File: src/rtl/calc_pkg.sv
// Shared calculator definitions: ALU opcodes, datapath widths, formatter FSM encoding.
package calc_pkg;

  localparam logic [2:0] OP_ADD = 3'd0;
  localparam logic [2:0] OP_SUB = 3'd1;
  localparam logic [2:0] OP_MUL = 3'd2;
  localparam logic [2:0] OP_DIV = 3'd3;

  localparam int RES_W    = 21;
  localparam int REM_W    = 11;
  localparam int RES_DIG  = 6;
  localparam int REM_DIG  = 3;
  // One spare digit per accumulator so out-of-range values are detectable.
  localparam int QACC_DIG = RES_DIG + 1;
  localparam int RACC_DIG = REM_DIG + 1;

  typedef enum logic [1:0] {
    ST_IDLE   = 2'd0,
    ST_CONV_Q = 2'd1,
    ST_CONV_R = 2'd2,
    ST_DONE   = 2'd3
  } state_t;

endpackage

File: src/rtl/bcd_dabble_step.sv
// One double-dabble step: add 3 to every BCD digit >= 5, then shift left taking i_bit.
// Purely combinational.
module bcd_dabble_step #(
  parameter int N_DIG = 4
) (
  input  logic [4*N_DIG-1:0] i_bcd,
  input  logic               i_bit,
  output logic [4*N_DIG-1:0] o_bcd
);

  logic [4*N_DIG-1:0] w_adj;
  logic               w_unused_msb;

  always_comb begin
    w_adj = i_bcd;
    for (int d = 0; d < N_DIG; d++) begin
      if (i_bcd[4*d +: 4] >= 4'd5) begin
        w_adj[4*d +: 4] = i_bcd[4*d +: 4] + 4'd3;
      end
    end
  end

  // Accumulators are sized so the top digit never exceeds 7; its MSB is always 0.
  assign w_unused_msb = w_adj[4*N_DIG-1];
  assign o_bcd        = {w_adj[4*N_DIG-2:0], i_bit};

endmodule

File: src/rtl/result_bcd_formatter.sv
// Serial BCD converter for the ALU result and remainder: sign + digits for the display mux.
// 21 cycles per conversion (32 with remainder); starts arriving while busy are dropped.
module result_bcd_formatter
  import calc_pkg::*;
(
  input  logic                 i_clock,
  input  logic                 i_reset_n,
  input  logic                 i_start,
  input  logic [RES_W-1:0]     i_result,
  input  logic                 i_remain,
  input  logic [RES_W-1:0]     i_remainder,
  output logic                 o_busy,
  output logic                 o_done,
  output logic                 o_neg,
  output logic [4*RES_DIG-1:0] o_digits,
  output logic [4*REM_DIG-1:0] o_rem_digits,
  output logic                 o_rem_valid,
  output logic                 o_overflow
);

  state_t                r_state, w_state_nxt;
  logic [4:0]            r_cnt;
  logic [RES_W-1:0]      r_mag;
  logic [REM_W-1:0]      r_rem;
  logic                  r_sign, r_remain;
  logic [4*QACC_DIG-1:0] r_qacc, w_qacc_nxt, w_fin_q;
  logic [4*RACC_DIG-1:0] r_racc, w_racc_nxt, w_fin_r;
  logic                  w_q_last, w_r_last, w_load_out, w_ovf;
  logic                  r_neg, r_rem_valid, r_overflow;
  logic [4*RES_DIG-1:0]  r_digits;
  logic [4*REM_DIG-1:0]  r_rem_digits;
  logic                  w_unused_rem;

  assign w_unused_rem = ^i_remainder[RES_W-1:REM_W];

  bcd_dabble_step #(.N_DIG(QACC_DIG)) u_step_q (
    .i_bcd (r_qacc),
    .i_bit (r_mag[RES_W-1]),
    .o_bcd (w_qacc_nxt)
  );

  bcd_dabble_step #(.N_DIG(RACC_DIG)) u_step_r (
    .i_bcd (r_racc),
    .i_bit (r_rem[REM_W-1]),
    .o_bcd (w_racc_nxt)
  );

  assign w_q_last = (r_cnt == 5'(RES_W - 1));
  assign w_r_last = (r_cnt == 5'(REM_W - 1));

  always_ff @(posedge i_clock) begin
    if (!i_reset_n) r_state <= ST_IDLE;
    else            r_state <= w_state_nxt;
  end

  always_comb begin
    w_state_nxt = r_state;
    case (r_state)
      ST_IDLE:   if (i_start) w_state_nxt = ST_CONV_Q;
      ST_CONV_Q: if (w_q_last) w_state_nxt = r_remain ? ST_CONV_R : ST_DONE;
      ST_CONV_R: if (w_r_last) w_state_nxt = ST_DONE;
      ST_DONE:   w_state_nxt = ST_IDLE;
      default:   w_state_nxt = ST_IDLE;
    endcase
  end

  always_comb begin
    o_busy = 1'b0;
    o_done = 1'b0;
    case (r_state)
      ST_CONV_Q, ST_CONV_R: o_busy = 1'b1;
      ST_DONE:              o_done = 1'b1;
      default:              o_busy = 1'b0;
    endcase
  end

  always_ff @(posedge i_clock) begin
    if (!i_reset_n) begin
      r_cnt    <= '0;
      r_mag    <= '0;
      r_rem    <= '0;
      r_sign   <= 1'b0;
      r_remain <= 1'b0;
      r_qacc   <= '0;
      r_racc   <= '0;
    end else begin
      case (r_state)
        ST_IDLE: if (i_start) begin
          r_sign   <= i_result[RES_W-1];
          r_mag    <= i_result[RES_W-1] ? (~i_result + 1'b1) : i_result;
          r_rem    <= i_remainder[REM_W-1:0];
          r_remain <= i_remain;
          r_qacc   <= '0;
          r_racc   <= '0;
          r_cnt    <= '0;
        end
        ST_CONV_Q: begin
          r_qacc <= w_qacc_nxt;
          r_mag  <= r_mag << 1;
          r_cnt  <= w_q_last ? 5'd0 : r_cnt + 5'd1;
        end
        ST_CONV_R: begin
          r_racc <= w_racc_nxt;
          r_rem  <= r_rem << 1;
          r_cnt  <= r_cnt + 5'd1;
        end
        default: r_cnt <= r_cnt;
      endcase
    end
  end

  // Outputs load on the final shift edge, so take the accumulator value that edge produces.
  assign w_fin_q    = (r_state == ST_CONV_Q) ? w_qacc_nxt : r_qacc;
  assign w_fin_r    = (r_state == ST_CONV_R) ? w_racc_nxt : r_racc;
  assign w_load_out = ((r_state == ST_CONV_Q) && w_q_last && !r_remain) ||
                      ((r_state == ST_CONV_R) && w_r_last);
  assign w_ovf      = (w_fin_q[4*QACC_DIG-1 -: 4] != 4'd0) ||
                      (w_fin_r[4*RACC_DIG-1 -: 4] != 4'd0);

  always_ff @(posedge i_clock) begin
    if (!i_reset_n) begin
      r_neg        <= 1'b0;
      r_digits     <= '0;
      r_rem_digits <= '0;
      r_rem_valid  <= 1'b0;
      r_overflow   <= 1'b0;
    end else if (w_load_out) begin
      r_neg        <= r_sign && (w_fin_q != '0);
      r_digits     <= w_ovf ? '0 : w_fin_q[4*RES_DIG-1:0];
      r_rem_digits <= w_ovf ? '0 : w_fin_r[4*REM_DIG-1:0];
      r_rem_valid  <= r_remain;
      r_overflow   <= w_ovf;
    end
  end

  assign o_neg        = r_neg;
  assign o_digits     = r_digits;
  assign o_rem_digits = r_rem_digits;
  assign o_rem_valid  = r_rem_valid;
  assign o_overflow   = r_overflow;

endmodule
File: config.mk
export PLATFORM = sky130hd
export DESIGN_NAME = result_bcd_formatter
export DESIGN_NICKNAME = d
export VERILOG_FILES = /design/src/rtl/calc_pkg.sv /design/src/rtl/bcd_dabble_step.sv /design/src/rtl/result_bcd_formatter.sv
export SDC_FILE = /design/constraint.sdc
export NUM_CORES = 1
export LEC_CHECK = 0
export ABC_AREA = 1
export BUFFER_PORTS_ARGS = -buffer_cell sky130_fd_sc_hd__buf_2
export CELL_PAD_IN_SITES_DETAIL_PLACEMENT = 1
export CELL_PAD_IN_SITES_GLOBAL_PLACEMENT = 1
export CORE_MARGIN = 2
export CORE_UTILIZATION = 43
export CTS_BUF_LIST = sky130_fd_sc_hd__clkbuf_4
export DETAILED_ROUTE_END_ITERATION = 10
export HOLD_SLACK_MARGIN = 0.15
export PLACE_DENSITY_LB_ADDON = 0.08
export SLEW_MARGIN = 10
export SYNTH_ARGS = -nofsm -noshare
export SYNTH_HDL_FRONTEND = slang
export SYNTH_HIERARCHICAL = 1
export SYNTH_SLANG_ARGS = --single-unit
File: constraint.sdc
create_clock -name i_clock -period 2.35 [get_ports i_clock]
set_input_delay 0.1175 -clock i_clock [delete_from_list [all_inputs] [get_ports i_clock]]
set_output_delay 0.1175 -clock i_clock [all_outputs]
set_load 0.02 [all_outputs]
== Word level (Yosys, flattened, before mapping) ==
Cells that the tools add are included.

* Memory bits (read-only): 0
* Latch bits: 0
* Memories: 0
* Output and inout port bits: 41
* RAM bits: 0
* Word-level logic and storage cells: 100
* Bits of input ports: 46
* Flip-flop bits (word level): 124

* Multipliers: 0
* Muxes and demuxes: 34
* $add $sub $neg: 13
* Shift operators: 0
* Reduce and logical (&&, ||, !) cells: 20
* Equal/unequal tests: 8
* Bitwise gates (word level): 1
* Div/mod/pow operators: 0
* $lt $le $gt $ge: 11

{| class="wikitable"
|+ Operator list
! operator !! count
|-
| $mux 28 || 2
|-
| $pmux 28 s2 || 1
|-
| $ge 4x3->1 const B || 11
|-
| $mux 21 || 2
|-
| $pmux 21 s2 || 1
|-
| $add 4x2->4 const B || 9
|-
| $mux 4 || 9
|-
| $mux 16 || 2
|-
| $pmux 16 s2 || 1
|-
| $reduce_bool 28->1 || 1
|-
| $mux 24 || 1
|-
| $pmux 11 s2 || 1
|-
| $add 21x1->21 const B || 1
|-
| $not 21->21 || 1
|-
| $pmux 5 s3 || 1
|-
| $mux 12 || 1
|-
| $mux 11 || 1
|-
| $mux 5 || 2
|-
| $pmux 2 s4 || 1
|-
| $reduce_and 2->1 || 4
|-
| $reduce_bool 4->1 || 2
|-
| $add 3x2->3 const B || 2
|-
| $mux 2 || 3
|-
| $mux 3 || 2
|-
| 15 further kinds || 25
|}

== Depth between registers and ports, before layout ==
Gate-level depths: netlist of run 1.

* Depth in word-level cells: 6
* Depth in mapped cells: 17
* Depth with buffers taken out: 17

== Cells and area by module ==
The synthesis of run 1 kept the hierarchy.

{| class="wikitable"
|+ By module, submodules not included
! module !! times used !! cells an instance !! area an instance (um^2) !! sequential area each (um^2)
|-
| result_bcd_formatter || 1 || 933 || 6204.7 || 2482.4
|-
| bcd_dabble_step at u_step_q || 1 || 151 || 835.8 || 0.0
|-
| bcd_dabble_step at u_step_r || 1 || 85 || 476.7 || 0.0
|}

== Worst setup path after synthesis of run 1 ==
No wires, ideal clock.

* Path kind: reg2reg
* From: reg r_racc[12]
* To: reg r_digits[18], in the netlist o_digits[18]
* Buffers on the path: 1
* Clock period less this slack: 1.827 ns
* Data arrival time: 1.757 ns
* Data required time: 2.280 ns
* Setup slack: 0.523 ns
* Stages on the path, launching flop included: 13
* Setup time: 0.070 ns
* Path through: dfxtp_1 -> inv_1 -> ha_1 -> inv_1 -> nand2_1 -> nand3_1 -> o21ai_0 -> o21ai_0 -> nand3_1 -> nor2_8 -> buf_4 -> nand2_1 -> a21oi_1

* Longest elaborated chain between the ends: 6
* Elaborated cells on any way between the ends: 7
* Those cells by class: add/sub (1); order compare (1); mux (3); reduce/logical (2)

{| class="wikitable"
|+ RTL lines
! element !! RTL line !! source
|-
| start, declared || result_bcd_formatter.sv:27 || <nowiki>logic [4*RACC_DIG-1:0] r_racc, w_racc_nxt, w_fin_r;</nowiki>
|-
| start signal, assigned || result_bcd_formatter.sv:103 || <nowiki>r_racc <= w_racc_nxt;</nowiki>
|-
| $ge 4x3->1 or $add 3x2->3 (tied branches) || bcd_dabble_step.sv:17, bcd_dabble_step.sv:18 ||
|-
| $mux 3 (*) || bcd_dabble_step.sv:17 || <nowiki>if (i_bcd[4*d +: 4] >= 4'd5) begin</nowiki>
|-
| via w_racc_nxt[14] || result_bcd_formatter.sv:27 ||
|-
| $mux 16 (*) || result_bcd_formatter.sv:114 || <nowiki>assign w_fin_r = (r_state == ST_CONV_R) ? w_racc_nxt : r_racc;</nowiki>
|-
| $reduce_bool 4->1 (*) || result_bcd_formatter.sv:118 || <nowiki>(w_fin_r[4*RACC_DIG-1 -: 4] != 4'd0);</nowiki>
|-
| $logic_or 1x1->1 (*) || result_bcd_formatter.sv:117 || <nowiki>assign w_ovf = (w_fin_q[4*QACC_DIG-1 -: 4] != 4'd0) ||</nowiki>
|-
| $mux 24 (*) || result_bcd_formatter.sv:129 || <nowiki>r_digits <= w_ovf ? '0 : w_fin_q[4*RES_DIG-1:0];</nowiki>
|-
| end signal, assigned || result_bcd_formatter.sv:129 ||
|-
| end, declared || result_bcd_formatter.sv:30 || <nowiki>logic [4*RES_DIG-1:0] r_digits;</nowiki>
|}

Mark *: on every way through the listed nets, which the timed path passes. The rest lies on a longest branch.
A chain may end at the register's enable or synchronous reset.

== Worst setup path in the final report of run 1 ==
* From: in i_result[5]
* To: reg r_mag[13]

* Longest elaborated chain between the ends: 5

{| class="wikitable"
|+ RTL lines
! element !! RTL line !! source
|-
| start, declared || result_bcd_formatter.sv:9 || <nowiki>input logic [RES_W-1:0] i_result,</nowiki>
|-
| $not 21->21 || result_bcd_formatter.sv:90 || <nowiki>r_mag <= i_result[RES_W-1] ? (~i_result + 1'b1) : i_result;</nowiki>
|-
| $add 21x1->21 || result_bcd_formatter.sv:90 ||
|-
| $mux 21 || result_bcd_formatter.sv:90 ||
|-
| $mux 21 || result_bcd_formatter.sv:88 || <nowiki>ST_IDLE: if (i_start) begin</nowiki>
|-
| $pmux 21 s2 || result_bcd_formatter.sv:87 || <nowiki>case (r_state)</nowiki>
|-
| end signal, assigned || result_bcd_formatter.sv:90 ||
|-
| end signal, assigned || result_bcd_formatter.sv:99 || <nowiki>r_mag <= r_mag << 1;</nowiki>
|-
| end, declared || result_bcd_formatter.sv:23 || <nowiki>logic [RES_W-1:0] r_mag;</nowiki>
|}

No other way between the ends. The select of a mux whose other input is x is not followed.

==> impl_metrics.yaml, run 1 <==
global_route:
  grt_pass1_wl_mm: 36.8
  grt_usage_pct: 24.5
  antenna_found_initial: 1
  first_global_vias: 7716
  grt_max_degree: 58
  overflow: 0
yosys:
  synth_seq_cells: 124
  synth-edff-count: 0
  syn-mean-instance-area_um2: 6.43
  synth_cell_types: 38
  synth_cells: 1169
  synth_ff_type: "dfxtp_1"
  synthesis.area_um2: 7520
  ys_warn_count: 6
  async_reset_ff_share_pct: 0
  syn_nets: 1245
  synth-seq-area-share_pct: 33.0
power:
  finalPower_uw: 5900
  ir_worst_vdd_mv: 0.416
  p_leak_uw: 0.00387
  p_per_area_nw_per_um2: 660
drt:
  wl_per_cell_um: 14.9
  drt-pass1-iter-count: 4
  vias_per_cell: 5.20
  vias: 7893
  ant_nets: 0
  drc: 0
  routed_wl_mm: 22.6
  dr.first_iter.drc_count: 319
sta:
  hold_viol: 0
  fin_worst_skew_ps: 17.3
  period_share_pct: 96.1
  tightest_slew_ps: 646
  slew_violations: 0
  slew_headroom_pct: 56.9
  setup_viol: 0
  fmax_mhz: 443
  finalSetupTns_ps: 0
  layout_setup_ws_ps: 91.6
  fin_crit_ps: 2260
cells_and_area:
  drive_gt1_share_pct: 16.4
  fillers: 2357
  finalInstanceArea_um2: 8940
  nNetsFinal: 1354
  final-seq-area_um2: 2490
  syn_to_final_growth_pct: 18.9
  multiInputGateArea_um2: 4370
clocking:
  cts_root_buf: "clkbuf_4"
  clk_latency_ps: 560
  path_clk_slew_ps: 110
  cts_buffers: 17
  clk_path_buf_depth: 2
  cts_tree: "built"
  htree_levels: 4
  cts.sinks: 124
place:
  gp_congestion: 0.823
  place_ws_ps: 149
  place_area_um2: 8080
  portBuffers: 76
  dp_hpwl_mm: 14.7
worst_setup_path:
  regToRegSetupSlack_ps: 130
  cp_max_fo: 3
  critPathKind: "in2reg"
  crit_arrival_ps: 2740
  r2r_cells: 9
  crit_required_ps: 2840
  crit_path_end_kind: "flip-flop"
  critPathLaunchType: "primary input"
status:
  status: "complete, no violations"
floorplan:
  die_w_um: 136
  die_area_um2: 18600
  fp.dieH_um: 136
  rows: 48
  start_util_pct: 43.8
  ios: 87
  core_area_um2: 17200
hold_path:
  worstHoldPathType: "in2reg"
  min_path_cells: 4
run:
  maxCapViolCount: 0
[power by group]
part | internal [uW] | switching, uW
sequential | 2330 | 139
clock | 764 | 821
combinational | 589 | 1260
total | 3680 | 2220
[per-layer routing]
metal,routed length [um],up-vias,global-route usage [%]
met5,0,-,0
li1,-,3993,-
met1,10900,3752,31.3
met2,10700,125,42.0
met4,345,0,7.87
met3,670,23,3.99
[registers in the layout, indices dropped and copies added, names as in the netlist]
| signal | flops |
|---|---|
| r_rem | 11 |
| o_digits | 24 |
| r_state | 2 |
| o_rem_digits | 12 |
| o_overflow | 1 |
| r_sign | 1 |
| r_racc | 16 |
| o_neg | 1 |
| r_qacc | 28 |
| r_mag | 21 |
| o_rem_valid | 1 |
| r_remain | 1 |
| r_cnt | 5 |
[cell type report]
cell class                 count  share of cell area (%)
timing repair buffer         149                    12.3
tap                          225                    3.15
inverter                     105                    4.51
multi-input combinational    881                    48.9
clock buffer                  21                    1.76
antenna                        1                  0.0280
clock inverter                11                    1.40
sequential                   124                    27.9
[stage by stage]
| step | util, % | instances | hold WS (ps) |
|---|---|---|---|
| 3_3_place_gp | 47.0 | 1434 | 387 |
| 5_1_grt | 52.0 | 1517 | 355 |
| 4_1_cts | 51.5 | 1514 | 314 |
| 2_1_floorplan | - | 1169 | 256 |
| 6_report | 52.0 | 1517 | 379 |
| 3_5_place_dp | 47.0 | 1434 | 391 |
[logic make-up after synthesis]
family | synth area share [%]
buffers and inverters | 9.45
adders and majority gates | 4.99
and+or+nand+nor | 34.3
AOI/OAI and AO/OA | 17.4
xor gates and xnor gates | 0.816
DFF | 33.0
[worst paths after layout]
check                               startpoint                            to
hold reg to reg   o_rem_digits[3]$_SDFFE_PN0P_  o_rem_digits[3]$_SDFFE_PN0P_
hold / removal                  i_remainder[9]         r_rem[9]$_SDFFE_PN0P_
setup / recovery                   i_result[5]        r_mag[13]$_SDFFE_PN0P_
setup reg to reg       r_state[1]$_SDFFE_PN0P_        r_mag[17]$_SDFFE_PN0P_
[cell usage in the layout, fill, tap and decap left out, types with 2 or more instances in the layout]
cell           count
buf_12             3
and2_1             2
xnor2_1            3
o21ai_2            9
nor2_4            13
a21oi_1          138
nand2_2            7
inv_1             91
clkbuf_4          21
o21ai_1            3
nand3b_1           2
a21oi_2           14
nand4_1            7
xor2_1             4
dlygate4sd3_1     48
nand2_1          378
ha_1              28
clkinv_2           5
a211oi_1           2
inv_4              3
o211ai_1           2
nor3_1             4
dfxtp_2            8
buf_4             21
clkinv_1           6
bufinv_16          3
nand3_2            2
nor2_2            14
o21ai_0           57
dfxtp_1          116
inv_2              8
a31oi_1           10
nor2_1            84
ha_2               2
nand3_1           89
buf_2             76
[cell usage after synthesis, types with 10 or more instances]
library cell / instances / share of area [%]
a31oi_1: 10 / 0.83
a21oi_2: 11 / 1.3
clkbuf_1: 27 / 1.3
ha_1: 30 / 5.0
nor2_2: 10 / 0.83
nor2_1: 89 / 4.4
nand3_1: 91 / 6.1
o21ai_0: 58 / 3.9
a21oi_1: 141 / 9.4
buf_2: 18 / 1.2
nor2_4: 12 / 1.8
inv_1: 92 / 4.6
dfxtp_1: 124 / 33
nand2_1: 379 / 19
[critical path, cell delays in order]
cell and delay, ps:
dlygate4sd3_1 540, buf_2 150, nor2_1 140, nand2_2 90, nor2_2 140, nand3_2 90
nand2_1 70, nand2_1 50, dlygate4sd3_1 560, nand3_1 80, dlygate4sd3_1 550, nand2_1 60
a21oi_2 120
[what timing repair did]
action | in CTS | in global routing
setup endpoints to repair | 0 | 40
gates resized for setup | 0 | 23
endpoints found under the hold margin | 50 | 0
buffers inserted | 0 | 1
hold buffers | 48 | 0
Note: power is estimated with default switching activity, not from simulation.
==> inputs of run 2 (changes only) <==
CORE_UTILIZATION = 42   (was 43)
CTS_BUF_LIST = not set   (was sky130_fd_sc_hd__clkbuf_4)
==> impl_metrics.yaml, run 2 (synthesis gave the netlist of run 1 again) <==
status:
  status: "complete, no violations"
sta:
  finalSetupTns_ps: 0
  fin_crit_ps: 2110
  fmax_mhz: 474
  tightest_slew_ps: 506
  hold_viol: 0
  slew_headroom_pct: 66.3
  rsz0062_at_grt: "false"
  slew_violations: 0
  period_share_pct: 89.7
  setup_viol: 0
  fin_worst_skew_ps: 10.2
  layout_setup_ws_ps: 241
cells_and_area:
  syn_to_final_growth_pct: 20.1
  drive_gt1_share_pct: 14.8
  top_register: "r_qacc"
  largest_reg_flops: 28
  final_common_cell: "nand2_1"
  finalInstanceArea_um2: 9030
  antennaDiodeCount: 0
  nNetsFinal: 1333
  final_cell_mix: "nand2_1, a21oi_1, dfxtp_1"
  fillers: 2347
global_route:
  overflow: 0
  first_global_vias: 7570
  grt_max_degree: 57
  grt_pass1_wl_mm: 35.7
  antenna_found_initial: 0
  grt_usage_pct: 23.4
power:
  switching_power_uw: 2300
  pwr-share-seq_pct: 35.1
  p_leak_uw: 0.00392
  p_per_area_nw_per_um2: 780
  ir_worst_vdd_mv: 0.518
  p_int_uw: 4740
  combPwrFrac_pct: 25.2
  power_frac_clock_pct: 39.7
  switching_share_pct: 32.6
drt:
  dr.first_iter.drc_count: 289
  routedLengthMet1_mm: 10.4
  drt-pass1-iter-count: 5
  wl_per_cell_um: 14.3
  wl_met2_mm: 10.3
  vias: 7707
  wl_met3_um: 520
  drc: 0
  ant_nets: 0
  routed_wl_mm: 21.4
  top_layer_used: "met4"
  vias_per_cell: 5.16
clocking:
  clk_latency_ps: 420
  htree_levels: 4
  cts_root_buf: "clkbuf_16"
  cts_tree: "built"
  clk_path_buf_depth: 2
  cts_setup_buffers: 0
  cts.sinks: 124
  cts_buffers: 17
  path_clk_slew_ps: 60
floorplan:
  rows: 48
  ios: 87
  fp.dieH_um: 138
  start_util_pct: 43.2
  die_area_um2: 19000
  die_w_um: 138
  core_area_um2: 17400
worst_setup_path:
  crit_required_ps: 2650
  crit_path_end_kind: "flip-flop"
  critPathLaunchType: "flip-flop"
  critPathKind: "reg2reg"
  crit_arrival_ps: 2410
  cp_max_fo: 6
place:
  dp_hpwl_mm: 14.3
  place_area_um2: 8080
  place_ws_ps: 224
  gp_congestion: 0.834
  portBuffers: 76
run:
  maxCapViolCount: 0
hold_path:
  worstHoldPathType: "in2reg"
## run 2: changes by cell type in the layout (fill, tap and decap cells not counted), moves of 6 or more
cell	delta
buf_4	-6
clkbuf_16	+16
dfxtp_1	+7
dfxtp_2	-7
clkbuf_4	-21
dlygate4sd3_1	-16
## run 2: what timing repair did
action | in CTS | in global routing
resized for setup | 0 | 3
hold buffers | 32 | 0
endpoints found under the setup margin | 0 | 34
endpoints found under the hold margin | 32 | 0
## run 2: critical path, stage by stage, from the launching register on
cell and delay [ps]:
dfxtp_1 430, inv_1 100, ha_1 250, nor2_4 160, nor2_4 70, nand2_1 70
o21ai_2 50, nand2_1 60, inv_1 40, a21oi_1 200, nand2_1 90, nor2_1 110
nand2_1 70, nor2_1 120, nand2_1 70, nand2_1 60, a21oi_1 50
## run 2: layer usage
layer	track usage, %	vias to the layer above
li1	-	3949
met1	29.8	3656
met3	4.75	17
met5	0	-
met2	40.7	85
met4	5.50	0
## run 2: layout make-up
type                            instances  area (um2)  share of cell area [%]
Sequential cell                       124        2480                    27.5
Timing Repair Buffer                  128         913                    10.1
Inverter                              105         400                    4.43
Multi-Input combinational cell        881        4330                    48.0
Clock inverter                          7         135                    1.50
Tap cell                              225         282                    3.12
Clock buffer                           25         485                    5.38
## run 2: final timing paths
check,start,endpoint,slack [ps],cells after the start
max,r_qacc[12]$_SDFFE_PN0P_,o_neg$_SDFFE_PN0P_,240,16
min,i_reset_n,o_neg$_SDFFE_PN0P_,210,3
max reg2reg,r_qacc[12]$_SDFFE_PN0P_,o_neg$_SDFFE_PN0P_,240,16
min reg2reg,o_digits[6]$_SDFFE_PN0P_,o_digits[6]$_SDFFE_PN0P_,460,2
## run 2: stage by stage
step	cells	power, uW	hold WS (ps)	utilization, %
after floorplan	1169	3710	256	-
after global placement	1431	4210	391	46.4
final	1495	7040	210	51.9
after detailed placement	1431	4250	396	46.4
after global routing	1495	7440	228	51.9
after CTS	1495	7100	187	51.8
## run 2: power groups by stage
stage / clock [uW] / combinational (uW) / sequential (uW)
after floorplan: 0 / 1250 / 2470
after global placement: 0 / 1710 / 2500
after detailed placement: 0 / 1740 / 2510
after CTS: 2840 / 1790 / 2470
after global routing: 2930 / 2020 / 2500
final: 2800 / 1770 / 2470
